### config.mk
export PLATFORM = sky130hd
export DESIGN_NAME = osc_saw_meter
export DESIGN_NICKNAME = d
export VERILOG_FILES = /design/src/rtl/osc_saw_meter_pkg.sv /design/src/rtl/osc_saw_step_detect.sv /design/src/rtl/osc_saw_meter.sv
export SDC_FILE = /design/constraint.sdc
export NUM_CORES = 1
export LEC_CHECK = 0
export BUFFER_PORTS_ARGS = -buffer_cell sky130_fd_sc_hd__buf_2
export CORE_AREA = 2 2 127 129
export CTS_CLUSTER_SIZE = 16
export DETAILED_ROUTE_END_ITERATION = 8
export DIE_AREA = 0 0 129 131
export GPL_TIMING_DRIVEN = 1
export PLACE_DENSITY = 0.88
export SLEW_MARGIN = 20
export SYNTH_ARGS = -nofsm -noshare
export SYNTH_HDL_FRONTEND = slang
export SYNTH_HIERARCHICAL = 1
export SYNTH_SLANG_ARGS = --single-unit
### constraint.sdc
create_clock -name clk -period 7.65 [get_ports clk]
set_clock_uncertainty 0.2 [all_clocks]
set_input_delay 0.765 -clock clk [delete_from_list [all_inputs] [get_ports clk]]
set_output_delay 0.765 -clock clk [all_outputs]
set_load 0.05 [all_outputs]
### src/rtl/osc_saw_meter_pkg.sv
// Shared types and helpers for the sawtooth timing meter.
// The averaging build is selected with the OSC_SAW_METER_AVG_EN macro (see osc_saw_meter.sv).
package osc_saw_meter_pkg;

    typedef enum logic [0:0] {
        SEARCH_E  = 1'b0,
        MEASURE_E = 1'b1
    } meter_state_e;

    // All-ones value of a counter of the given width; counters saturate here.
    function automatic logic [63:0] cnt_max(input int unsigned width);
        cnt_max = (64'd1 << width) - 64'd1;
    endfunction

endpackage

### src/rtl/osc_saw_step_detect.sv
// Previous-sample register plus step/wrap detection for a signed saw stream.
// Both pulses are combinational and valid while the new sample is on the input.
module osc_saw_step_detect #(
    parameter int WAVE_WIDTH_P = 24
) (
    input  logic                    clk,
    input  logic                    rst,
    input  logic [WAVE_WIDTH_P-1:0] osc_saw_i,
    output logic                    step_o,
    output logic                    wrap_o
);

    logic [WAVE_WIDTH_P-1:0] prev_q;

    // Remember the sample of the previous clk so the current one can be compared against it.
    always_ff @(posedge clk or posedge rst) begin
        if (rst) begin
            prev_q <= '0;
        end else begin
            prev_q <= osc_saw_i;
        end
    end

    // Any change is a step; a signed drop is the wrap (which is also a step).
    always_comb begin
        step_o = (osc_saw_i != prev_q);
        wrap_o = ($signed(osc_saw_i) < $signed(prev_q));
    end

endmodule

### src/rtl/osc_saw_meter.sv
// Sawtooth timing meter: locks on a wrap, then reports clk cycles per period,
// clk cycles of the final step and steps per period at every following wrap.
// Optional macro OSC_SAW_METER_AVG_EN: average period/step over 2**AVG_LOG2_P periods.
module osc_saw_meter
    import osc_saw_meter_pkg::*;
#(
    parameter int WAVE_WIDTH_P    = 24,
    parameter int COUNTER_WIDTH_P = 28,
    parameter int AVG_LOG2_P      = 2
) (
    input  logic                       clk,
    input  logic                       rst,
    input  logic [WAVE_WIDTH_P-1:0]    osc_saw,
    input  logic                       cr_enable,
    output logic [COUNTER_WIDTH_P-1:0] period_clks,
    output logic [COUNTER_WIDTH_P-1:0] step_clks,
    output logic [COUNTER_WIDTH_P-1:0] steps_per_period,
    output logic                       meas_valid,
    output logic                       locked,
    output logic                       sr_timeout
);

`ifdef OSC_SAW_METER_AVG_EN
    localparam int AVG_SHIFT_C = AVG_LOG2_P;
`else
    // Without averaging every period is its own result (ratio of one).
    localparam int AVG_SHIFT_C = 0 * AVG_LOG2_P;
`endif
    localparam int ACC_W_C = COUNTER_WIDTH_P + AVG_SHIFT_C;
    localparam logic [COUNTER_WIDTH_P-1:0] CNT_MAX_C = COUNTER_WIDTH_P'(cnt_max(COUNTER_WIDTH_P));
    localparam logic [COUNTER_WIDTH_P-1:0] CNT_ONE_C = {{(COUNTER_WIDTH_P-1){1'b0}}, 1'b1};
    localparam logic [AVG_SHIFT_C:0] AVG_LAST_C = (AVG_SHIFT_C+1)'((32'd1 << AVG_SHIFT_C) - 32'd1);
    localparam logic [AVG_SHIFT_C:0] AVG_ONE_C  = {{AVG_SHIFT_C{1'b0}}, 1'b1};

    logic step_s;
    logic wrap_s;
    logic sat_s;

    meter_state_e               state_q,      state_d;
    logic [COUNTER_WIDTH_P-1:0] cycle_cnt_q,  cycle_cnt_d;
    logic [COUNTER_WIDTH_P-1:0] step_cnt_q,   step_cnt_d;
    logic [COUNTER_WIDTH_P-1:0] change_cnt_q, change_cnt_d;
    logic [COUNTER_WIDTH_P-1:0] period_q,     period_d;
    logic [COUNTER_WIDTH_P-1:0] step_clks_q,  step_clks_d;
    logic [COUNTER_WIDTH_P-1:0] spp_q,        spp_d;
    logic                       valid_q,      valid_d;
    logic                       timeout_q,    timeout_d;
    logic [ACC_W_C-1:0]         acc_period_q, acc_period_d;
    logic [ACC_W_C-1:0]         acc_step_q,   acc_step_d;
    logic [AVG_SHIFT_C:0]       avg_cnt_q,    avg_cnt_d;
    logic [ACC_W_C-1:0]         acc_period_sum_s;
    logic [ACC_W_C-1:0]         acc_step_sum_s;

    osc_saw_step_detect #(
        .WAVE_WIDTH_P(WAVE_WIDTH_P)
    ) u_detect (
        .clk       (clk),
        .rst       (rst),
        .osc_saw_i (osc_saw),
        .step_o    (step_s),
        .wrap_o    (wrap_s)
    );

    // Next-state logic: lock on a wrap, count between wraps, publish at wraps, drop lock on disable or saturation.
    always_comb begin
        state_d      = state_q;
        cycle_cnt_d  = cycle_cnt_q;
        step_cnt_d   = step_cnt_q;
        change_cnt_d = change_cnt_q;
        period_d     = period_q;
        step_clks_d  = step_clks_q;
        spp_d        = spp_q;
        valid_d      = 1'b0;
        timeout_d    = 1'b0;
        acc_period_d = acc_period_q;
        acc_step_d   = acc_step_q;
        avg_cnt_d    = avg_cnt_q;

        acc_period_sum_s = acc_period_q + ACC_W_C'(cycle_cnt_q);
        acc_step_sum_s   = acc_step_q + ACC_W_C'(step_cnt_q);
        sat_s = (cycle_cnt_q == CNT_MAX_C) || (step_cnt_q == CNT_MAX_C) ||
                (change_cnt_q == CNT_MAX_C);

        case (state_q)
            SEARCH_E: begin
                acc_period_d = '0;
                acc_step_d   = '0;
                avg_cnt_d    = '0;
                if (cr_enable && wrap_s) begin
                    // The wrap that locks is the first change of the new period.
                    state_d      = MEASURE_E;
                    cycle_cnt_d  = CNT_ONE_C;
                    step_cnt_d   = CNT_ONE_C;
                    change_cnt_d = CNT_ONE_C;
                end else begin
                    state_d      = SEARCH_E;
                    cycle_cnt_d  = '0;
                    step_cnt_d   = '0;
                    change_cnt_d = '0;
                end
            end
            MEASURE_E: begin
                if (!cr_enable || sat_s) begin
                    // Disable takes priority over everything; saturation beats a coincident wrap.
                    timeout_d    = cr_enable;
                    state_d      = SEARCH_E;
                    cycle_cnt_d  = '0;
                    step_cnt_d   = '0;
                    change_cnt_d = '0;
                    acc_period_d = '0;
                    acc_step_d   = '0;
                    avg_cnt_d    = '0;
                end else if (wrap_s) begin
                    cycle_cnt_d  = CNT_ONE_C;
                    step_cnt_d   = CNT_ONE_C;
                    change_cnt_d = CNT_ONE_C;
                    if (avg_cnt_q == AVG_LAST_C) begin
                        period_d     = COUNTER_WIDTH_P'(acc_period_sum_s >> AVG_SHIFT_C);
                        step_clks_d  = COUNTER_WIDTH_P'(acc_step_sum_s >> AVG_SHIFT_C);
                        spp_d        = change_cnt_q;
                        valid_d      = 1'b1;
                        acc_period_d = '0;
                        acc_step_d   = '0;
                        avg_cnt_d    = '0;
                    end else begin
                        acc_period_d = acc_period_sum_s;
                        acc_step_d   = acc_step_sum_s;
                        avg_cnt_d    = avg_cnt_q + AVG_ONE_C;
                    end
                end else begin
                    cycle_cnt_d = cycle_cnt_q + CNT_ONE_C;
                    if (step_s) begin
                        step_cnt_d   = CNT_ONE_C;
                        change_cnt_d = change_cnt_q + CNT_ONE_C;
                    end else begin
                        step_cnt_d   = step_cnt_q + CNT_ONE_C;
                    end
                end
            end
            default: begin
                state_d      = SEARCH_E;
                cycle_cnt_d  = '0;
                step_cnt_d   = '0;
                change_cnt_d = '0;
            end
        endcase
    end

    // State, counters, accumulators and output registers.
    always_ff @(posedge clk or posedge rst) begin
        if (rst) begin
            state_q      <= SEARCH_E;
            cycle_cnt_q  <= '0;
            step_cnt_q   <= '0;
            change_cnt_q <= '0;
            period_q     <= '0;
            step_clks_q  <= '0;
            spp_q        <= '0;
            valid_q      <= 1'b0;
            timeout_q    <= 1'b0;
            acc_period_q <= '0;
            acc_step_q   <= '0;
            avg_cnt_q    <= '0;
        end else begin
            state_q      <= state_d;
            cycle_cnt_q  <= cycle_cnt_d;
            step_cnt_q   <= step_cnt_d;
            change_cnt_q <= change_cnt_d;
            period_q     <= period_d;
            step_clks_q  <= step_clks_d;
            spp_q        <= spp_d;
            valid_q      <= valid_d;
            timeout_q    <= timeout_d;
            acc_period_q <= acc_period_d;
            acc_step_q   <= acc_step_d;
            avg_cnt_q    <= avg_cnt_d;
        end
    end

    assign period_clks      = period_q;
    assign step_clks        = step_clks_q;
    assign steps_per_period = spp_q;
    assign meas_valid       = valid_q;
    assign sr_timeout       = timeout_q;
    assign locked           = (state_q == MEASURE_E);

endmodule
### After elaboration in Yosys (flattened, before gate mapping)

Cells that the tools add are included.

| word-level totals | value |
|---|---|
| output and inout port bits | 87 |
| register bits after elaboration | 252 |
| logic and storage cells | 68 |
| input port bits | 27 |

| operators by class | value |
|---|---|
| order comparisons | 1 |
| reduce and logical (&&, ||, !) cells | 6 |
| muxes and demuxes | 33 |
| $add $sub $neg | 6 |
| bitwise logic cells | 3 |
| equal/unequal tests | 6 |

Operator list:

| cell | number |
|---|---|
| 2-to-1 mux 28 bit | 14 |
| one-hot mux 28 bit (2 select lines) | 5 |
| adder 28 x 1 -> 28 bit, second input constant | 3 |
| equality test 28 bit, second input constant | 3 |
| adder 28 bit | 2 |
| less-than comparator 24 bit | 1 |
| != test 24 bit | 1 |
| 2-to-1 mux 1 bit | 12 |
| != test 4 x 3 -> 1 bit, second input constant | 1 |
| one-hot mux 1 bit (2 select lines) | 2 |
| AND reduction 4 bit | 1 |
| logical OR 1 bit | 3 |
| != test 3 x 2 -> 1 bit, second input constant | 1 |
| inverter 1 bit | 3 |
| adder 1 bit, second input constant | 1 |
| logical AND 1 bit | 1 |
| zero test 1 bit | 1 |

### Depth between registers and ports, before layout

Gate-level depths: netlist of run 1.

| depth | value |
|---|---|
| word-level depth | 6 |
| gate-level depth with buffers | 13 |
| mapped depth without buffers | 11 |

### Modules after synthesis

Netlist of run 1, hierarchy kept.

Modules (own cells, without submodules):

| module | area each (sq um) | instances | seq. area each (sq um) | cells an instance |
|---|---|---|---|---|
| osc_saw_meter | 7,626.1 | 1 | 4,279.1 | 624 |
| osc_saw_step_detect | 1,248.7 | 1 | 600.6 | 112 |

### Worst setup path before layout of run 1

Ideal clock, no wire load.

| path | value |
|---|---|
| path type | input -> register |
| start point | input osc_saw[23] |
| end point | register spp_q[0], in the netlist steps_per_period[0] |
| slack | 4.331 ns |
| library setup time | 0.128 ns |
| required time | 7.322 ns |
| buffers on the path | 2 |
| arrival time | 2.992 ns |
| cell stages on the path | 11 |
| cells stage by stage | ha_1 nand4_2 nor4_2 o31ai_1 nand4_1 xor2_1 and3_1 nand3_4 buf_12 buf_12 mux2_1 |

| between the ends | value |
|---|---|
| cells in the longest elaborated chain, start to end | 2 |

RTL lines:

| element | line | source |
|---|---|---|
| start, declared | osc_saw_meter.sv:13 | `input logic [WAVE_WIDTH_P-1:0] osc_saw,` |
| less-than comparator 24 bit | osc_saw_step_detect.sv:27 | `wrap_o = ($signed(osc_saw_i) < $signed(prev_q));` |
| via wrap_s | osc_saw_meter.sv:36 | `logic wrap_s;` |
| AND reduction 4 bit (no line) | -- |  |
| end signal, assigned | osc_saw_meter.sv:171 | `spp_q <= spp_d;` |
| end, declared | osc_saw_meter.sv:45 | `logic [COUNTER_WIDTH_P-1:0] spp_q, spp_d;` |

The timed path passes the listed nets, and every way through them passes these cells.
A chain may end at the register's enable or synchronous reset.

### Final worst setup path of run 1

| path | value |
|---|---|
| start point | input osc_saw[23] |
| end point | register step_clks_q[11], in the netlist step_clks[11] |

| between the ends | value |
|---|---|
| cells in the longest elaborated chain, start to end | 2 |

RTL lines:

| element | line | source |
|---|---|---|
| less-than comparator 24 bit | osc_saw_step_detect.sv:27 |  |
| via wrap_s | osc_saw_meter.sv:36 |  |
| AND reduction 4 bit (no line) | -- |  |
| end signal, assigned | osc_saw_meter.sv:170 | `step_clks_q <= step_clks_d;` |
| end, declared | osc_saw_meter.sv:44 | `logic [COUNTER_WIDTH_P-1:0] step_clks_q, step_clks_d;` |

The timed path passes the listed nets, and every way through them passes these cells.

==> results.md, run 1 <==
* Total number of cells along the worst setup path at 11
* Fin worst setup slack at approximately 3400 ps
* H-tree Lvls at 4
* PnR Total Power at 2.158 mW
* FP Rows at between 40 and 50
* RSZ-0062 raised after global routing: no
* Netlist cell types at 43
* # port buffers at 113
* CP cell instances: buf_2 > ha_1 > nand4_2 > nor4_2 > o31ai_1 > nand4_1 > xor2_1 > and3_1 > nand3_4 > buf_4 > mux2_4
* Final core utilization at roughly 65%
* DRC viols at 0
* Slowest CP cell: buf_4
* Initial DRC Count at about 430
* Fin. max-slew vios at 0
* Main synth FF type: dfrtp_1
* DRT antenna net count at 0
* Sequential share of the synthesized area at 54.98%
* Worst slew pin tran at 1140 ps
* Post-CTS resize count at 0
* Via density at between 5 and 6
* Root Driver: clkbuf_16
* Die Span Y at 131 um
* CP startpoint kind: input port
* Detailed Routing Iterations Pass 1 at 5
* Critical path class: in2reg
* Critical path's largest stage delay at 590 ps
* Reg-to-Reg Start: u_detect/prev_q[23]
* Placement Cell Area at around 0.0096 mm2
* CTS buffer count at 17
* Max-Slew Margin vs Limit at between 20% and 30%
* Initial Util at between 50% and 60%
* TritonCTS clock tree: done
* PD cells at between 200 and 250 mW/mm2
* Commonest non-fill, non-tap cell in the layout: dfrtp_1
* Placer Congestion at 0.8450
* GRT Resource Usage Total at 21.95%
* Mean Syn Cell Area at 12.06 um2
* Synthesized area at ~0.0089 mm2
* Routed WL per cell at between 15 and 20 um
* Cts hold-fix bufs at 0
* Reg2reg end: step_clks[11]
* Ys async rst share at 100.0%
* # Post-CTS Setup Buffers at 0
* Multi-input gate area at around 0.0037 mm2
* Core Area at ~0.016 mm2
* Fillers at about 1100
* Max clock buf depth at 2
* Clock transition at path regs at ~60 ps
* Routed wire length at around 18000 um
* GRT overflow at 0
* Largest net degree at the start of global routing at between 100 and 150
* Tmin final at 4299 ps
* Final Hold Fails at 0
* Vias in the first global route at between 5000 and 6000
* Critical Path Start: osc_saw[23]
* Max Clock Freq at around 230 MHz
* Critical-path maximum fanout at 51
* Status: finished, final reports clean
* Hold Path Class: in2reg
* CP arrival at roughly 4400 ps
* Max capacitance violation total at 0
* Pre-CTS setup slack at roughly 3000 ps
* Worst-skew pair later-pin latency at approximately 430 ps
* Most frequent cells in the layout: dfrtp_1 (195), buf_2 (113), nor2_1 (74), xor2_1 (59), nand3_1 (43)
* I/O pins at about 110
* Share of cells above drive strength 1 at a little over a quarter
* Antenna cell count at 0
* Register bit total from synthesis at slightly below 200
* R2R Setup Slk at around 3400 ps
* CP endpoint kind: register
* Initial antenna violation count at 0
* HP Start: osc_saw[8]
* Critical Path End: step_clks[11]
* Clock sink count at around 200
* Global-route wire length before repair at between 20000 and 30000 um
* CP Data Required Time at a little under 8000 ps
* Layout area overhead at 14.38%
* Final setup viols at 0
* Top delay family on crit path: simple AND/OR/NAND/NOR gates
* Fin area at roughly 0.010 mm2
* Peak VDD IR at around 0.17 mV
* TNS Setup at 0 ps
* Post-synth EDFFs at 0
* Leak Pwr at 5.030 nW
* Worst r2r path cells at 11
* Die area at about 0.017 mm2
* Die width at roughly 130 um
* Final net count at between 900 and 1000
* Storage element area at ~0.0049 mm2
* Post-Syn Nets at 790
* Dpl hpwl at 11930 um
* Cells after synthesis at 736
* Synth warn at 6
* Via count at between 5000 and 6000
* Critical path buffers and inverters at 2
* Final period util at 56.20%
-- how the worst min path moves through the flow --
stage	slack, ps	to	cells after the start
6_report	250	u_detect/prev_q[8]	1
3_5_place_dp	280	steps_per_period[7]	1
4_1_cts	240	u_detect/prev_q[8]	1
2_1_floorplan	300	steps_per_period[25]	1
5_1_grt	240	u_detect/prev_q[21]	1
3_3_place_gp	270	steps_per_period[3]	1
-- final cells by class --
type | count | share of cell area (%)
flip-flops and latches | 195 | 48.07
multi-input cells | 483 | 36.16
clock buffers | 21 | 4.536
inverters | 35 | 1.344
repair buffers | 118 | 5.941
well taps | 216 | 2.662
clock inverters | 9 | 1.282
-- cells in the mapped netlist (2+ instances only) --
cell      count  area share [%]
nor2_1       74             3.1
buf_4         3            0.25
nor4_1        7            0.49
nand2_1      33             1.4
mux2_4       40             6.8
buf_12        6             1.4
a32oi_1       2            0.20
and3_1        9            0.63
and2_1        4            0.28
nor3_1       36             2.0
a211oi_1      3            0.25
mux2_1        9             1.1
xnor2_1      20             2.0
nand4_2       2            0.28
nand4_1      38             2.7
xor2_1       59             5.8
and4_1        7            0.69
mux2_2       35             4.4
buf_2         8            0.45
inv_1        35             1.5
a21oi_1      14            0.79
ha_1         27             3.8
clkbuf_1      6            0.25
nand3_1      44             2.5
o21ai_0       3            0.17
dfrtp_1     195              55
-- cells by family after synthesis --
kind of cell	Yosys count	synth area share [%]
buf+inv	58	3.793
xor+xnor	79	7.796
simple gates	263	15.18
fa+ha+maj	27	3.807
mux	85	12.46
flops	195	54.98
compound gates	29	1.974
-- power by group --
group | switching (mW) | total, mW | internal, mW | leakage (nW)
clock | 0.374 | 0.902 | 0.528 | 0.289
sequential | 0.0156 | 1.07 | 1.05 | 2.66
combinational | 0.132 | 0.189 | 0.0566 | 2.08
-- registers in the layout, summed over array words and instances, names as in the netlist --
register / flops
change_cnt_q: 28
locked: 1
u_detect/prev_q: 24
period_clks: 28
step_cnt_q: 28
meas_valid: 1
step_clks: 28
sr_timeout: 1
cycle_cnt_q: 28
steps_per_period: 28
-- metrics by stage --
step           instances  hold WS (ps)
2_1_floorplan        736         304.4
3_3_place_gp        1047         271.3
3_5_place_dp        1047         277.6
4_1_cts             1077         241.4
5_1_grt             1077         236.9
6_report            1077         254.7
-- per-layer routing --
metal / wire length [um] / global-route usage [%]
met5: 0 / 0
met4: 593 / 9.910
met3: 640 / 4.153
met2: 8602 / 35.51
met1: 8002 / 29.13
No activity file was read; power rests on OpenSTA's default activity.
==> run 2: changes to the inputs <==
==> constraint.sdc (replaced) <==
create_clock -name clk -period 4.4 [get_ports clk]
set_clock_uncertainty 0.2 [all_clocks]
set_input_delay 0.44 -clock clk [delete_from_list [all_inputs] [get_ports clk]]
set_output_delay 0.44 -clock clk [all_outputs]
set_load 0.05 [all_outputs]
==> run 2 against run 1 <==
Sequential power rose by 73%. Routed wire length rose by 6.9%. Sequential cell count did not move. Critical path depth rose by 1. Sequential share of layout area fell by 1.5 points. Die area did not move. Non-clock buffer count rose by 28. Global-route usage rose by 1.6 points.
==> results.md, run 2 (synthesis gave the netlist of run 1 again) <==
* Status: finished, final reports clean (unchanged)
* Initial DRC Count at 474 (was 428)
* Storage element area at 0.004880 mm2 (unchanged)
* Global-route wire length before repair at 30980 um (was 28960 um)
* CP cell instances: dlygate4sd3_1 > buf_2 > ha_1 > nand4_2 > nor4_2 > o31ai_1 > nand4_1 > xor2_1 > and3_1 > nand3_4 > buf_12 > mux2_1 (was buf_2 > ha_1 > nand4_2 > nor4_2 > o31ai_1 > nand4_1 > xor2_1 > and3_1 > nand3_4 > buf_4 > mux2_4)
* # port buffers at 113 (unchanged)
* Max Clock Freq at between 200 and 250 MHz
* Clock sink count at 195 (unchanged)
* PnR Total Power at 3.841 mW (was 2.158 mW)
* Post-CTS resize count at 0 (unchanged)
* Slowest CP cell: dlygate4sd3_1 (was buf_4)
* CP Data Required Time at 4510 ps (was 7760 ps)
* Worst slew pin tran at 1046 ps (was 1140 ps)
* CP arrival at 4270 ps (was 4410 ps)
* Routed wire length at 19070 um (was 17840 um)
* Final Hold Fails at 0 (unchanged)
* Fin. max-slew vios at 0 (unchanged)
* Dpl hpwl at 12320 um (was 11930 um)
* Leak Pwr at 5.164 nW (was 5.030 nW)
* Die area at 0.01690 mm2 (unchanged)
* Tmin final at between 4000 and 5000 ps
* Worst-skew pair later-pin latency at 430 ps (about the same)
* Max capacitance violation total at 0 (unchanged)
* Die Span Y at 131 um (unchanged)
* Critical path's largest stage delay at 540 ps (was 590 ps)
* DRC viols at 0 (unchanged)
* Fillers at 1169 (was 1144)
* CP endpoint kind: register (unchanged)
* DRT antenna net count at 0 (unchanged)
* Top delay family on crit path: simple AND/OR/NAND/NOR gates (unchanged)
* CTS buffer count at 17 (unchanged)
* Hold Path Class: in2reg (unchanged)
* Via count at 6159 (was 5935)
* Critical path buffers and inverters at 3 (was 2)
* Multi-input gate area at 0.003669 mm2 (was 0.003671 mm2)
* Share of cells above drive strength 1 at 26.71% (about the same)
* Most frequent cells in the layout: dfrtp_1 (195), buf_2 (113), nor2_1 (74), xor2_1 (59), nand3_1 (43) (unchanged)
* GRT Resource Usage Total at 23.51% (was 21.95%)
* Detailed Routing Iterations Pass 1 at 4 (was 5)
* Final setup viols at 0 (unchanged)
* Initial antenna violation count at 1 (was 0)
* Max clock buf depth at 2 (unchanged)
* Core Area at 0.01560 mm2 (unchanged)
* CP startpoint kind: input port (unchanged)
* Placer Congestion at 0.8100 (was 0.8450)
* PD cells at 366.5 mW/mm2 (was 212.5 mW/mm2)
* TritonCTS clock tree: done (unchanged)
* Hold slack at 108.7 ps (was 254.7 ps)
* Initial Util at 56.90% (unchanged)
* Final period util at 94.54%
* Final net count at 932 (was 904)
* GRT overflow at 0 (unchanged)
* Peak VDD IR at 0.2781 mV (was 0.1737 mV)
* Max-Slew Margin vs Limit at 29.74% (was 23.41%)
* FP Rows at 46 (unchanged)
* Die width at 129 um (unchanged)
* Via density at 5.559 (was 5.511)
* Commonest non-fill, non-tap cell in the layout: dfrtp_1 (unchanged)
* Routed WL per cell at 17.21 um (was 16.56 um)
* H-tree Lvls at 4 (unchanged)
* RSZ-0062 raised after global routing: no (unchanged)
* Largest net degree at the start of global routing at 137 (was 111)
* Vias in the first global route at 6081 (was 5782)
* Critical path class: in2reg (unchanged)
* Critical-path maximum fanout at 35 (was 51)
* Layout area overhead at 18.07% (was 14.38%)
* TNS Setup at 0 ps (unchanged)
* I/O pins at 114 (unchanged)
* Root Driver: clkbuf_16 (unchanged)
* Clock transition at path regs at 70 ps (was 60 ps)
==> run 2: changes by cell type in the layout (fill, tap and decap cells not counted), moves of 2 or more <==
cell / change
buf_12: +2
clkbuf_1: -2
clkbuf_8: -2
clkinv_2: -2
clkinvlp_4: +2
dlygate4sd3_1: +25
inv_6: +2
inv_8: +3
==> run 2: final timing paths <==
check | from | end | cells past startpoint | slack, ps
min in group asynchronous | rst | step_clks[0] | 3 | 520
min reg2reg | steps_per_period[3] | steps_per_period[3] | 1 | 290
max reg2reg | u_detect/prev_q[23] | steps_per_period[7] | 11 | 550
min | cr_enable | step_cnt_q[0] | 3 | 110
max | osc_saw[23] | steps_per_period[7] | 12 | 240
max in group asynchronous | rst | period_clks[17] | 4 | 2310
==> run 2: power by group <==
| part | leakage, nW | switching, mW | total, mW | internal [mW] |
|---|---|---|---|---|
| clock | 0.301 | 0.715 | 1.63 | 0.914 |
| combinational | 2.20 | 0.239 | 0.358 | 0.119 |
| sequential | 2.66 | 0.0277 | 1.85 | 1.83 |
==> run 2: metrics by stage <==
stage / cell area (um2) / util, % / cells / setup WS, ps
2_1_floorplan: 8879 / - / 736 / 1406
3_3_place_gp: 9599 / 61.54 / 1050 / 664.6
3_5_place_dp: 9599 / 61.54 / 1050 / 459.1
4_1_cts: 10470 / 67.13 / 1107 / 344.2
5_1_grt: 10480 / 67.18 / 1108 / 121.3
6_report: 10480 / 67.18 / 1108 / 240.1
==> run 2: per-layer routing <==
metal  GRT usage (%)  wire [um]
met1           30.80       8209
met2           38.94       9643
met3           4.031        663
met4           10.36        552
met5               0          0
==> run 2: layout make-up <==
| type | count | share of cell area, % |
|---|---|---|
| Sequential cell | 195 | 46.57 |
| Multi-Input combinational cell | 483 | 35.01 |
| Timing Repair Buffer | 146 | 8.597 |
| Clock buffer | 17 | 4.060 |
| Tap cell | 216 | 2.579 |
| Clock inverter | 15 | 1.875 |
| Inverter | 35 | 1.290 |
| Antenna cell | 1 | 0.02388 |
==> run 2: what timing repair did <==
action / in CTS / in global routing
hold buffers: 25 / 0
endpoints found under the hold margin: 59 / 0
setup endpoints to repair: 0 / 0
buffers inserted: 0 / 0
==> run 2: worst reg2reg max path, stage by stage (launching register included) <==
cell     delay (ps)
dfrtp_1         330
inv_1            50
ha_1            340
nand4_2         190
nor4_2          390
o31ai_1         160
nand4_1         140
xor2_1          460
and3_1          300
nand3_4         410
buf_12          370
mux2_1          390
